==> src/rtl/hazard_pkg.sv <==
// Shared FPU class encodings, timer states and latency lookup for the hazard/stall unit.
// Latency: n/a (types and pure functions only).
// Backpressure: n/a.
package hazard_pkg;

    typedef enum logic [1:0] {
        FPC_NONE = 2'b00,
        FPC_ADD  = 2'b01,
        FPC_DIV  = 2'b10,
        FPC_RSVD = 2'b11
    } fpc_e;

    typedef enum logic {
        ST_IDLE = 1'b0,
        ST_BUSY = 1'b1
    } tmr_state_e;

    // Reserved class behaves like a single-cycle op.
    function automatic int unsigned fpc_latency(logic [1:0] cls,
                                                int unsigned add_lat,
                                                int unsigned div_lat);
        case (cls)
            FPC_ADD: return add_lat;
            FPC_DIV: return div_lat;
            default: return 1;
        endcase
    endfunction

endpackage

==> src/rtl/hazard_stall_unit_if.sv <==
// ID/EX hazard inputs and pipeline stall/flush controls bundled as one port.
// Latency: n/a (wires only).
// Backpressure: n/a; the slave side produces the stall controls.
interface hazard_stall_unit_if;
    logic [4:0]  ID_Rs1;
    logic [4:0]  ID_Rs2;
    logic [4:0]  ID_frs3;
    logic        ID_rs1_used;
    logic        ID_rs2_used;
    logic        ID_rs3_used;
    logic        ID_rs1_f;
    logic        ID_rs2_f;
    logic [4:0]  EX_Rd;
    logic        EX_MemRead;
    logic        EX_RegWrite;
    logic        EX_f_RegWrite;
    logic [1:0]  EX_fpu_class;
    logic        EX_branch_taken;
    logic        stall_if;
    logic        flush_if;
    logic        bubble_ex;
    logic        hold_ex;
    logic        bubble_mem;
    logic        fpu_start;
    logic        fpu_done;
    logic [31:0] stall_cycles;

    modport master (
        output ID_Rs1, ID_Rs2, ID_frs3, ID_rs1_used, ID_rs2_used, ID_rs3_used,
               ID_rs1_f, ID_rs2_f, EX_Rd, EX_MemRead, EX_RegWrite, EX_f_RegWrite,
               EX_fpu_class, EX_branch_taken,
        input  stall_if, flush_if, bubble_ex, hold_ex, bubble_mem,
               fpu_start, fpu_done, stall_cycles
    );

    modport slave (
        input  ID_Rs1, ID_Rs2, ID_frs3, ID_rs1_used, ID_rs2_used, ID_rs3_used,
               ID_rs1_f, ID_rs2_f, EX_Rd, EX_MemRead, EX_RegWrite, EX_f_RegWrite,
               EX_fpu_class, EX_branch_taken,
        output stall_if, flush_if, bubble_ex, hold_ex, bubble_mem,
               fpu_start, fpu_done, stall_cycles
    );
endinterface

==> src/rtl/hazard_fpu_timer.sv <==
// EX-occupancy timer for multi-cycle FP ops: start/done pulses and EX hold.
// Latency: op of latency L holds for L-1 cycles, done in cycle L.
// Backpressure: none; while busy the incoming class is ignored.
module hazard_fpu_timer
    import hazard_pkg::*;
#(
    parameter int CNT_W = 4
) (
    input  logic             clk,
    input  logic             reset,
    input  logic [CNT_W-1:0] lat,
    output logic             start,
    output logic             done,
    output logic             hold
);

    localparam logic [CNT_W-1:0] ONE = CNT_W'(1);

    tmr_state_e       state, state_nxt;
    logic [CNT_W-1:0] cnt, cnt_nxt;

    always_ff @(posedge clk) begin
        if (reset) begin
            state <= ST_IDLE;
            cnt   <= '0;
        end else begin
            state <= state_nxt;
            cnt   <= cnt_nxt;
        end
    end

    always_comb begin
        state_nxt = state;
        cnt_nxt   = cnt;
        start     = 1'b0;
        done      = 1'b0;
        hold      = 1'b0;
        case (state)
            ST_IDLE: begin
                if (lat > ONE) begin
                    start     = 1'b1;
                    hold      = 1'b1;
                    cnt_nxt   = lat - ONE;
                    state_nxt = ST_BUSY;
                end
            end
            ST_BUSY: begin
                if (cnt > ONE) begin
                    hold    = 1'b1;
                    cnt_nxt = cnt - ONE;
                end else begin
                    // Result leaves EX at this edge.
                    done      = 1'b1;
                    cnt_nxt   = '0;
                    state_nxt = ST_IDLE;
                end
            end
            default: state_nxt = ST_IDLE;
        endcase
    end

endmodule

==> src/rtl/hazard_stall_unit.sv <==
// Pipeline stall/flush control: load-use bubbles, multi-cycle FPU holds, branch flush.
// Latency: controls are combinational from ID/EX state; stall counter updates next edge.
// Backpressure: stall_if/hold_ex freeze upstream stages; branch flush overrides load-use.
module hazard_stall_unit
    import hazard_pkg::*;
#(
    parameter int FADD_LAT = 3,
    parameter int FDIV_LAT = 10,
    parameter int CNT_W    = 4
) (
    input  logic               clk,
    input  logic               reset,
    hazard_stall_unit_if.slave hz
);

    logic [CNT_W-1:0] lat;
    logic             tmr_start, tmr_done, tmr_hold;
    logic             int_hit, flt_hit, load_use, flush, stall_raw;
    logic [31:0]      stall_cnt;

    always_comb begin
        lat = CNT_W'(fpc_latency(hz.EX_fpu_class, FADD_LAT, FDIV_LAT));
    end

    hazard_fpu_timer #(.CNT_W(CNT_W)) u_timer (
        .clk   (clk),
        .reset (reset),
        .lat   (lat),
        .start (tmr_start),
        .done  (tmr_done),
        .hold  (tmr_hold)
    );

    always_comb begin
        int_hit = (hz.ID_rs1_used && !hz.ID_rs1_f && (hz.ID_Rs1 == hz.EX_Rd)) ||
                  (hz.ID_rs2_used && !hz.ID_rs2_f && (hz.ID_Rs2 == hz.EX_Rd));
        // f0 is a real register, so float matches do not exclude Rd==0.
        flt_hit = (hz.ID_rs1_used &&  hz.ID_rs1_f && (hz.ID_Rs1  == hz.EX_Rd)) ||
                  (hz.ID_rs2_used &&  hz.ID_rs2_f && (hz.ID_Rs2  == hz.EX_Rd)) ||
                  (hz.ID_rs3_used &&                 (hz.ID_frs3 == hz.EX_Rd));
        load_use  = hz.EX_MemRead &&
                    ((hz.EX_RegWrite && (hz.EX_Rd != 5'd0) && int_hit) ||
                     (hz.EX_f_RegWrite && flt_hit));
        // A branch cannot coexist with an FP op in EX; it is ignored while holding.
        flush     = hz.EX_branch_taken && !tmr_hold;
        stall_raw = tmr_hold || (load_use && !flush);
    end

    always_ff @(posedge clk) begin
        if (reset) begin
            stall_cnt <= '0;
        end else if (stall_raw && (stall_cnt != 32'hFFFF_FFFF)) begin
            stall_cnt <= stall_cnt + 32'd1;
        end
    end

    always_comb begin
        hz.stall_if     = !reset && stall_raw;
        hz.flush_if     = !reset && flush;
        hz.bubble_ex    = !reset && (flush || load_use);
        hz.hold_ex      = !reset && tmr_hold;
        hz.bubble_mem   = !reset && tmr_hold;
        hz.fpu_start    = !reset && tmr_start;
        hz.fpu_done     = !reset && tmr_done;
        hz.stall_cycles = reset ? 32'd0 : stall_cnt;
    end

endmodule

==> src/flat_wrapper.sv <==
// flat-port wrapper written by rule: the top's interface ports become plain ports
module hazard_stall_unit_flat import hazard_pkg::*;
#(
    parameter int FADD_LAT = 3,
    parameter int FDIV_LAT = 10,
    parameter int CNT_W    = 4
)
  (clk, reset, hz_ID_Rs1, hz_ID_Rs2, hz_ID_frs3, hz_ID_rs1_used, hz_ID_rs2_used, hz_ID_rs3_used, hz_ID_rs1_f, hz_ID_rs2_f, hz_EX_Rd, hz_EX_MemRead, hz_EX_RegWrite, hz_EX_f_RegWrite, hz_EX_fpu_class, hz_EX_branch_taken, hz_stall_if, hz_flush_if, hz_bubble_ex, hz_hold_ex, hz_bubble_mem, hz_fpu_start, hz_fpu_done, hz_stall_cycles);
  hazard_stall_unit_if hz_i ();
  input  logic clk;
  input  logic reset;
  input wire logic [$bits(hz_i.ID_Rs1)-1:0] hz_ID_Rs1;
  input wire logic [$bits(hz_i.ID_Rs2)-1:0] hz_ID_Rs2;
  input wire logic [$bits(hz_i.ID_frs3)-1:0] hz_ID_frs3;
  input wire logic [$bits(hz_i.ID_rs1_used)-1:0] hz_ID_rs1_used;
  input wire logic [$bits(hz_i.ID_rs2_used)-1:0] hz_ID_rs2_used;
  input wire logic [$bits(hz_i.ID_rs3_used)-1:0] hz_ID_rs3_used;
  input wire logic [$bits(hz_i.ID_rs1_f)-1:0] hz_ID_rs1_f;
  input wire logic [$bits(hz_i.ID_rs2_f)-1:0] hz_ID_rs2_f;
  input wire logic [$bits(hz_i.EX_Rd)-1:0] hz_EX_Rd;
  input wire logic [$bits(hz_i.EX_MemRead)-1:0] hz_EX_MemRead;
  input wire logic [$bits(hz_i.EX_RegWrite)-1:0] hz_EX_RegWrite;
  input wire logic [$bits(hz_i.EX_f_RegWrite)-1:0] hz_EX_f_RegWrite;
  input wire logic [$bits(hz_i.EX_fpu_class)-1:0] hz_EX_fpu_class;
  input wire logic [$bits(hz_i.EX_branch_taken)-1:0] hz_EX_branch_taken;
  output wire logic [$bits(hz_i.stall_if)-1:0] hz_stall_if;
  output wire logic [$bits(hz_i.flush_if)-1:0] hz_flush_if;
  output wire logic [$bits(hz_i.bubble_ex)-1:0] hz_bubble_ex;
  output wire logic [$bits(hz_i.hold_ex)-1:0] hz_hold_ex;
  output wire logic [$bits(hz_i.bubble_mem)-1:0] hz_bubble_mem;
  output wire logic [$bits(hz_i.fpu_start)-1:0] hz_fpu_start;
  output wire logic [$bits(hz_i.fpu_done)-1:0] hz_fpu_done;
  output wire logic [$bits(hz_i.stall_cycles)-1:0] hz_stall_cycles;
  assign hz_i.ID_Rs1 = hz_ID_Rs1;
  assign hz_i.ID_Rs2 = hz_ID_Rs2;
  assign hz_i.ID_frs3 = hz_ID_frs3;
  assign hz_i.ID_rs1_used = hz_ID_rs1_used;
  assign hz_i.ID_rs2_used = hz_ID_rs2_used;
  assign hz_i.ID_rs3_used = hz_ID_rs3_used;
  assign hz_i.ID_rs1_f = hz_ID_rs1_f;
  assign hz_i.ID_rs2_f = hz_ID_rs2_f;
  assign hz_i.EX_Rd = hz_EX_Rd;
  assign hz_i.EX_MemRead = hz_EX_MemRead;
  assign hz_i.EX_RegWrite = hz_EX_RegWrite;
  assign hz_i.EX_f_RegWrite = hz_EX_f_RegWrite;
  assign hz_i.EX_fpu_class = hz_EX_fpu_class;
  assign hz_i.EX_branch_taken = hz_EX_branch_taken;
  assign hz_stall_if = hz_i.stall_if;
  assign hz_flush_if = hz_i.flush_if;
  assign hz_bubble_ex = hz_i.bubble_ex;
  assign hz_hold_ex = hz_i.hold_ex;
  assign hz_bubble_mem = hz_i.bubble_mem;
  assign hz_fpu_start = hz_i.fpu_start;
  assign hz_fpu_done = hz_i.fpu_done;
  assign hz_stall_cycles = hz_i.stall_cycles;
  hazard_stall_unit #(.FADD_LAT(FADD_LAT), .FDIV_LAT(FDIV_LAT), .CNT_W(CNT_W)) u_core (.clk(clk), .reset(reset), .hz(hz_i));
endmodule
==> config.mk <==
export PLATFORM = sky130hd
export DESIGN_NAME = hazard_stall_unit_flat
export DESIGN_NICKNAME = d
export VERILOG_FILES = /design/src/rtl/hazard_pkg.sv /design/src/rtl/hazard_stall_unit_if.sv /design/src/rtl/hazard_fpu_timer.sv /design/src/rtl/hazard_stall_unit.sv /design/src/flat_wrapper.sv
export SDC_FILE = /design/constraint.sdc
export NUM_CORES = 1
export LEC_CHECK = 0
export CAP_MARGIN = 5
export CORE_ASPECT_RATIO = 1.5
export CORE_MARGIN = 2
export CORE_UTILIZATION = 51
export CTS_CLUSTER_SIZE = 25
export DETAILED_ROUTE_END_ITERATION = 16
export GPL_TIMING_DRIVEN = 0
export PLACE_DENSITY_LB_ADDON = 0.2
export SLEW_MARGIN = 10
export SYNTH_ARGS = -nofsm -noshare
export SYNTH_HDL_FRONTEND = slang
export SYNTH_SLANG_ARGS = --single-unit
==> constraint.sdc <==
create_clock -name clk -period 4.1 [get_ports clk]
set_input_delay 0.82 -clock clk [delete_from_list [all_inputs] [get_ports clk]]
set_output_delay 0.82 -clock clk [all_outputs]
set_load 0.1 [all_outputs]
==> metrics <==
Final #Nets 412; M1 WL 2.45 mm; synth warn 0; die footprint 5230 um^2; NetSw 307 uW; Pins Over Slew Limit 0; Clk pwr share 28.2%; TritonCTS Buffers 5; CTS Hold Buffers Added 0; r2r endpoint u_core.stall_cnt[12]$_SDFFE_PP0P_; crit-path max cell delay 0.54 ns; P&R area growth vs syn 35.4%; Final period util 96.5%; Overall Global Routing Usage 24.4%; die width 59.7 um; CP max stage cell clkdlybuf4s15_2; Skew-Pair Late Insertion Delay 0.29 ns; post-detail-place hpwl 4.64 mm; overall routed net length 6.12 mm; initial DRC count 108; Layout Skew 0.00332 ns; wire per inst 14.5 um; worst r2r src u_core.stall_cnt[7]$_SDFFE_PP0P_; leakage 0.00121 uW; Max VDD drop 309 uV; Netlist cell types 41; Port Buffers 70; Max clock buf depth 2; total gr overflow 0; Ports 72; worst slew pin tran 0.990 ns; Sw Ratio 33.9%; row cnt 30; r2r worst-path depth 10; # diodes 0; fill cell count 387; H-tree lvl count 2; crit-path cells clkdlybuf4s50_1 > inv_1 > ha_1 > inv_1 > nor2_1 > nor2b_2 > nor2b_2 > buf_4 > clkdlybuf4s15_2; min-delay src u_core.stall_cnt[9]$_SDFFE_PP0P_; DR pass1 iterations 4; CTS tree built; die height 87.6 um; via count 2,373; max cap viols 0; root buf cell clkbuf_8; Vias/cell 5.62; Final ANT Viol Nets 0; layout cell share with drive strength beyond 1 6.95%; CP required 3.28 ns; Net Count, Synth 335; first-pass GRT wire length 9.80 mm; worst hold path class flop to flop; cells after synthesis 297; CTS clk-pin slew, worst paths 0.07 ns; Worst setup EP type primary output; WL met3 448 um; CP delay by family, top buffers and inverters; antenna violations before repair 0; RSZ-0062 raised after global routing no; Clock Sinks 37; Netlist Area Pre-Place 2370 um^2; WP data arrival 3.14 ns; R2R setup slack 1.52 ns; P_int 598 uW; WS Path Type input pin to primary output; number of synthesized register bits 37; crit start category input pin; residual DRC count 0; largest net degree at the start of global routing 11; Final Non-Filler Cells 422; vias in the first global route 2,298; met2 routed WL 3.08 mm; worst relative slew slack 33.8%; placed insts 415; core box area 4500 um^2; sequential element share of the synthesized area 31.2%; most frequent cells in the layout clkdlybuf4s50_1, nor2_1, dfxtp_1, nor2b_1, mux2_1; crit path buf inv count 5; hold path depth 2; syn_area_per_cell 7.99 um^2; commonest non-fill, non-tap cell in the layout clkdlybuf4s50_1; worst hold endpoint u_core.stall_cnt[9]$_SDFFE_PP0P_; Period minus WS final 3.96 ns; Combinational Power Share 29.4%; CP Max Fanout 7; status finished clean; Top Metal Used met4; Fin Setup TNS 0 ns; Fin. Hold Viols 0; FMAX 253 MHz; initial core utilization 52.7%; GPL Wtd Cong 0.861; Flop pwr share 42.4%; P per Cell Area 281 nW/um^2; Setup Viol. Count Final 0
-- power groups by stage --
stage | combinational (uW) | sequential (uW) | clock (uW)
2_1_floorplan | 188 | 388 | 0
3_3_place_gp | 266 | 392 | 0
3_5_place_dp | 269 | 392 | 0
4_1_cts | 268 | 384 | 260
5_1_grt | 286 | 385 | 276
6_report | 266 | 384 | 255
-- Yosys cell counts --
master | number | area share [%]
mux2i_1 | 3 | 1.3
or3b_2 | 1 | 0.37
nand3_1 | 14 | 3.0
nor3_1 | 13 | 2.7
xor2_1 | 13 | 4.8
buf_1 | 2 | 0.32
nand2b_1 | 2 | 0.53
a31o_1 | 1 | 0.37
and4_1 | 2 | 0.74
o31ai_1 | 2 | 0.63
ha_1 | 5 | 2.6
o221ai_1 | 1 | 0.37
nor4_2 | 2 | 1.1
o22a_1 | 2 | 0.74
nand3b_1 | 1 | 0.32
mux2_2 | 1 | 0.47
or4_1 | 7 | 2.2
and3_1 | 3 | 0.79
buf_6 | 1 | 0.47
a21oi_1 | 9 | 1.9
nand2_1 | 15 | 2.4
nor4_1 | 7 | 1.8
inv_1 | 15 | 2.4
nor2_1 | 43 | 6.8
o21ai_2 | 1 | 0.37
dfxtp_1 | 37 | 31
buf_2 | 1 | 0.21
or3_1 | 8 | 2.1
o2111ai_4 | 1 | 1.1
a21o_1 | 1 | 0.32
nand4_1 | 4 | 1.1
clkbuf_1 | 7 | 1.1
nor2b_1 | 29 | 7.6
xnor2_1 | 4 | 1.5
o21bai_1 | 1 | 0.32
mux2_1 | 18 | 8.5
o21ai_0 | 10 | 2.1
o21ai_1 | 3 | 0.63
buf_4 | 3 | 0.95
nand4b_1 | 3 | 1.1
a21oi_4 | 1 | 0.69
-- stage by stage --
stage	setup slack [ns]	hold slack, ns	utilization (%)	area (um^2)	power (uW)
final	0.144	0.498	71.4	3210	905
after floorplan	0.0759	0.460	-	2380	576
after CTS	0.0363	0.504	71.5	3220	912
after detailed placement	-0.638	0.489	69.8	3140	661
after global placement	-0.597	0.476	69.8	3140	658
after global routing	0.0171	0.551	71.4	3210	947
-- area by class of cell --
class	count	area [um^2]	area share (%)
buffer	14	72.6	2.26
multi-input combinational	231	1510	47.1
sequential	37	741	23.0
timing repair buffer	70	684	21.3
tap	48	60.1	1.87
inverter	15	56.3	1.75
clock buffer	7	86.3	2.69
-- per-layer routing --
layer  vias up  global-route usage, %
met4         0                   11.9
met3        15                   4.87
li1       1188                      -
met5         -                      0
met1      1087                   26.4
met2        83                   43.7
-- worst max path at each step --
stage                                  start            to  slack [ns]  depth (start not counted)
after floorplan                  hz_EX_Rd[0]  hz_bubble_ex        0.08                          7
after global placement           hz_EX_Rd[0]   hz_stall_if       -0.60                          9
after detailed placement         hz_EX_Rd[0]   hz_stall_if       -0.64                          9
after CTS                 hz_EX_fpu_class[0]   hz_flush_if        0.04                          9
after global routing             hz_EX_Rd[0]   hz_stall_if        0.02                          9
final                     hz_EX_fpu_class[0]    hz_hold_ex        0.14                          9
-- cell families (layout without fill, tap and decap cells) --
group,Yosys count,in the layout,share of synthesized area [%]
buffers and inverters,29,106,5.43
muxes,22,22,10.3
and+or+nand+nor,154,154,34.6
AOI/OAI and AO/OA,33,33,9.54
adders and majority gates,5,5,2.64
xor gates and xnor gates,17,17,6.27
DFF,37,37,31.2
-- registers in the layout (all words and copies together), names as in the netlist --
register,count
u_core.u_timer.cnt,4
u_core.u_timer.state,1
u_core.stall_cnt,32
-- worst register-to-register path, cell delays in order, from the launching register on --
cell	delay, ns
dfxtp_1	0.39
and4_1	0.29
nand3_1	0.17
or3_1	0.37
buf_2	0.17
nor3_1	0.19
nand2_1	0.15
o21ai_2	0.12
buf_4	0.22
nor3_1	0.08
mux2_1	0.33
-- timing repair --
action                                  CTS  global route
setup buffers                             0             0
endpoints found under the setup margin   10             3
resized for setup                        21             5
Power figures use the tool's default switching activity.
==> variant 1, RTL diff (same flow settings) <==
`CNT_W` is set to 4 in 3 places; all go to 5.
--- a/src/rtl/hazard_fpu_timer.sv
+++ b/src/rtl/hazard_fpu_timer.sv
@@ -6,3 +6,3 @@
 #(
-    parameter int CNT_W = 4
+    parameter int CNT_W = 5
 ) (
--- a/src/rtl/hazard_stall_unit.sv
+++ b/src/rtl/hazard_stall_unit.sv
@@ -8,3 +8,3 @@
     parameter int FDIV_LAT = 10,
-    parameter int CNT_W    = 4
+    parameter int CNT_W    = 5
 ) (
--- a/src/flat_wrapper.sv
+++ b/src/flat_wrapper.sv
@@ -5,3 +5,3 @@
     parameter int FDIV_LAT = 10,
-    parameter int CNT_W    = 4
+    parameter int CNT_W    = 5
 )
Check against the original RTL: same outputs for any inputs over 10 cycles, from zero or initial values and one cycle with reset high; that may be too few to reach the edited logic, so the function may still have changed.
==> variant 1 against the unedited design <==
  * Setup slack lost 0.073 ns
  * Critical path type unchanged
  * Die area rose by 6.8%
  * Critical endpoint is now hz_fpu_start
  * Largest power group unchanged
  * Sequential cell count grew 1
  * Power increased by 14%
  * Clock skew increased by 0.010 ns
  * Synthesized area up 7.2%
  * Design area rose by 6.8%
  * Wire length grew 7.1%
==> variant 1: results (changes against the unedited design) <==
Status
  • Status: finished, final reports clean (unchanged)

STA
  • Final Skew: 0.01375 ns (was 0.003325 ns)

Worst setup path
  • R2R depth: 9 (was 10)
  • FF-to-FF End: u_core.stall_cnt[13] (was u_core.stall_cnt[12])
  • Setup crit end: hz_fpu_start (was hz_hold_ex)
  • Critical Path Slowest Stage Cell: clkdlybuf4s50_1 (was clkdlybuf4s15_2)
  • Crit Path Max Fanout: 10 (was 7)

Power
  • Sw frac: 37.90% (was 33.89%)
  • Worst IR Drop VDD: 200.6 uV (was 308.9 uV)
  • Clock share of power: 27.2% (was 28.2%)
  • Leak Pwr: 1.278 nW (was 1.210 nW)

Placement
  • Post-place setup slack: -0.7363 ns (was -0.6381 ns)
  • Post-DP Area: 3354 um2 (was 3142 um2)

Logic synthesis
  • Sequential area share after synthesis: 29.89% (was 31.21%)
  • Synth top area cells: dfxtp_1 30%, nor2b_1 7.9%, nor2_1 5.3% (was dfxtp_1 31%, mux2_1 8.5%, nor2b_1 7.6%)
  • Mux cell area share after synthesis: 7.719% (was 10.28%)

Finish
  • Nonclk inv count: 16 (was 15)
  • Non-CTS buffers: 82 (was 84)
  • Share of post-route cells with drive strength above 1: 11.25% (was 6.952%)
  • Clock network area share: 2.770% (was 2.686%)
  • Clock Buffer Count: 6 (was 7)
  • Biggest regs: u_core.stall_cnt (32), u_core.u_timer.cnt (5), u_core.u_timer.state (1) (was u_core.stall_cnt (32), u_core.u_timer.cnt (4), u_core.u_timer.state (1))
  • Nets: 429 (was 412)
  • #MultiIn Comb: 247 (was 231)

Global route
  • First-pass GRT wire length: 10,940 um (was 9804 um)
  • Tot GR Track Use: 25.24% (was 24.37%)
  • Largest net degree at the start of global routing: 13 (was 11)

Routing
  • DR vias/cell: 5.702 (was 5.623)
[variant 1: cell count changes in the layout (fill, tap and decap cells not counted), sizes merged, moves of 5 or more]
cell and change:
mux2 -6, nand2 +5, nor2 -7, or4 +6, nand3 -5
[variant 1: through the flow]
step                util, %  hold WS (ns)  cells  power [W]
floorplan                 -        0.4517    313  0.0006567
CTS                   71.59        0.4921    457   0.001030
global route          71.38        0.5227    457   0.001078
detailed placement    69.75        0.4789    450  0.0007605
global placement      69.75        0.4704    450  0.0007512
finish                71.38        0.4951    457   0.001027
[variant 1: metal layers]
metal	part of all wire, %	vias up	GRT usage [%]
li1	-	1275	-
met1	41	1230	30.42
met2	52	89	42.54
met3	4.3	12	4.585
met4	2.1	0	9.574
met5	0	-	0
[variant 1: repair_timing]
item                       4_1_cts  5_1_grt
resized for setup               24        4
setup buffers                    0        0
hold buffers                     0        0
setup endpoints to repair       22        2
==> variant 2, RTL diff (config.mk and constraints unchanged) <==
Without the edit above. Reset style: asynchronous (`reset`), changed in 2 clocked blocks.
--- a/src/rtl/hazard_fpu_timer.sv
+++ b/src/rtl/hazard_fpu_timer.sv
@@ -21,3 +21,3 @@
 
-    always_ff @(posedge clk) begin
+    always_ff @(posedge clk or posedge reset) begin
         if (reset) begin
--- a/src/rtl/hazard_stall_unit.sv
+++ b/src/rtl/hazard_stall_unit.sv
@@ -48,3 +48,3 @@
 
-    always_ff @(posedge clk) begin
+    always_ff @(posedge clk or posedge reset) begin
         if (reset) begin
Formal check against the unedited RTL: no difference found for any inputs over 10 cycles, from zero or initial values and one cycle with reset high; that may be too few to reach the edited logic, so the function may still have changed.
==> variant 2 against the unedited design <==
  * Synthesized cell count is 6.4% lower
  * Design area is 5.4% higher
  * Critical path depth stayed put
  * Setup slack better by 0.032 ns
  * Sequential cell count stayed put
  * Synthesized area is 3.6% higher
  * Cell count stayed put
  * Wire length is 1.0% lower
Power is not compared: it rests on default switching activity, and its combinational part moved more than twofold at a synthesized area within 25%.
==> variant 2: results (changes against the unedited design) <==
Global route
  • Vias in the first global route: 2,193 (was 2,298)
  • Tot GR Track Use: 23.54% (was 24.37%)
  • First-pass GRT wire length: 9653 um (was 9804 um)
  • Largest net degree at the start of global routing: 38 (was 11)

Worst setup path
  • Crit Path Max Fanout: 10 (was 7)
  • Critical path arrival: 3.10 ns (was 3.14 ns)
  • R2r setup slk: 1.51 ns

Logic synthesis
  • Sequential area share after synthesis: 37.64% (was 31.21%)
  • Syn Nets: 316 (was 335)
  • Xor and xnor area share after synthesis: 15.26% (was 6.273%)
  • Synth top area cells: dfrtp_1 38%, xnor2_1 11%, nor2b_1 6.9% (was dfxtp_1 31%, mux2_1 8.5%, nor2b_1 7.6%)
  • Commonest cells in the netlist: 37 x dfrtp_1, 30 x xnor2_1, 27 x nor2b_1 (was 43 x nor2_1, 37 x dfxtp_1, 29 x nor2b_1)
  • Ys async rst share: 100.0% (was 0%)
  • Mux cell area share after synthesis: 1.272% (was 10.28%)
  • Yosys cell types: 43 (was 41)
  • Syn avg cell area: 8.848 um2 (was 7.992 um2)
  • Post-Synth Adder-Cell Area: 2.543% (was 2.636%)
  • Area fraction in compound gates after synthesis: 5.595% (was 9.541%)

STA
  • Final Skew: 0.01043 ns (was 0.003325 ns)
  • Hold slack final: 0.4878 ns (was 0.4981 ns)
  • Final worst setup slack: 0.1762 ns (was 0.1444 ns)
  • # setup viols final: 0 (unchanged)
  • Max-slew headroom: 33.08% (was 33.82%)

Clocking
  • H-tree Lvls: 2 (unchanged)
  • Root buf cell: clkbuf_8 (unchanged)
  • Post-CTS setup buffer count: 0 (unchanged)
  • Worst-skew pair later-pin latency: 0.30 ns
  • Hold Buf Count CTS: 0 (unchanged)
  • Clock-pin transition on the worst setup and hold timing paths: 0.07 ns (about the same)
  • CTS buffer count: 5 (unchanged)
  • Clk buf depth: 2 (unchanged)

Routing
  • Routed vias: 2,340 (was 2,373)
  • DR iter-0 viols: 73 (was 108)
  • DRT Pass-1 Iters: 4 (unchanged)
  • WL final: 6057 um (was 6118 um)

Placement
  • Post-DP Area: 3246 um2 (was 3142 um2)
  • Hpwl dp: 4584 um (was 4636 um)
  • Post-place setup slack: -0.7454 ns (was -0.6381 ns)
  • Port-buffer cells: 70 (unchanged)
  • GP Congestion: 0.8729 (was 0.8606)
  • Placed cells: 414 (was 415)

Finish
  • Biggest regs: u_core.stall_cnt (32), u_core.u_timer.cnt (4), u_core.u_timer.state (1) (unchanged)
  • Fill cells: 375 (was 387)
  • Share of post-route cells with drive strength above 1: 5.899% (was 6.952%)
  • Antenna Cells: 0 (unchanged)
  • Nets: 393 (was 412)

Power
  • Leak Pwr: 1.348 nW

Status
  • Status: finished, final reports clean (unchanged)
## variant 2: what timing repair did
action,CTS,global route
endpoints found under the setup margin,5,1
resized for setup,12,3
pin swaps,0,0
## variant 2: final timing paths
check,start,end,depth (start not counted)
hold / removal,u_core.stall_cnt[30],u_core.stall_cnt[30],1
hold reg to reg,u_core.stall_cnt[30],u_core.stall_cnt[30],1
setup reg to reg,u_core.stall_cnt[0],u_core.stall_cnt[25],8
min in group asynchronous,reset,u_core.stall_cnt[20],3
max in group asynchronous,reset,u_core.stall_cnt[19],3
setup / recovery,hz_EX_Rd[1],hz_stall_if,9
## variant 2: power breakdown
| group | total, W | leakage (nW) | switching, W | internal (W) |
|---|---|---|---|---|
| combinational | 0.000813 | 0.790 | 0.000560 | 0.000253 |
| clock | 0.000388 | 0.0687 | 0.000143 | 0.000245 |
| sequential | 0.000492 | 0.490 | 0.0000661 | 0.000426 |
## variant 2: layout make-up
type / instances / area [um2] / area share, %
Buffer: 13 / 60.06 / 1.773
Clock buffer: 5 / 68.82 / 2.031
Clock inverter: 3 / 68.82 / 2.031
Inverter: 15 / 56.30 / 1.662
Multi-Input combinational cell: 213 / 1420 / 41.91
Sequential cell: 37 / 925.9 / 27.33
Tap cell: 66 / 82.58 / 2.437
Timing Repair Buffer: 70 / 705.7 / 20.83
## variant 2: worst max-delay path, cell delays in order
cell	delay [ns]
clkdlybuf4s50_1	0.58
inv_2	0.06
a222oi_1	0.35
nand4b_1	0.18
a2111o_1	0.46
and3_4	0.19
buf_6	0.13
nor2_2	0.11
buf_8	0.21
## variant 2: routing by layer
metal	up-vias	track usage, %	wire [um]
met1	1100	26.26	2247
li1	1120	-	-
met5	-	0	0
met2	105	42.72	3233
met3	15	4.920	444
met4	0	8.893	132
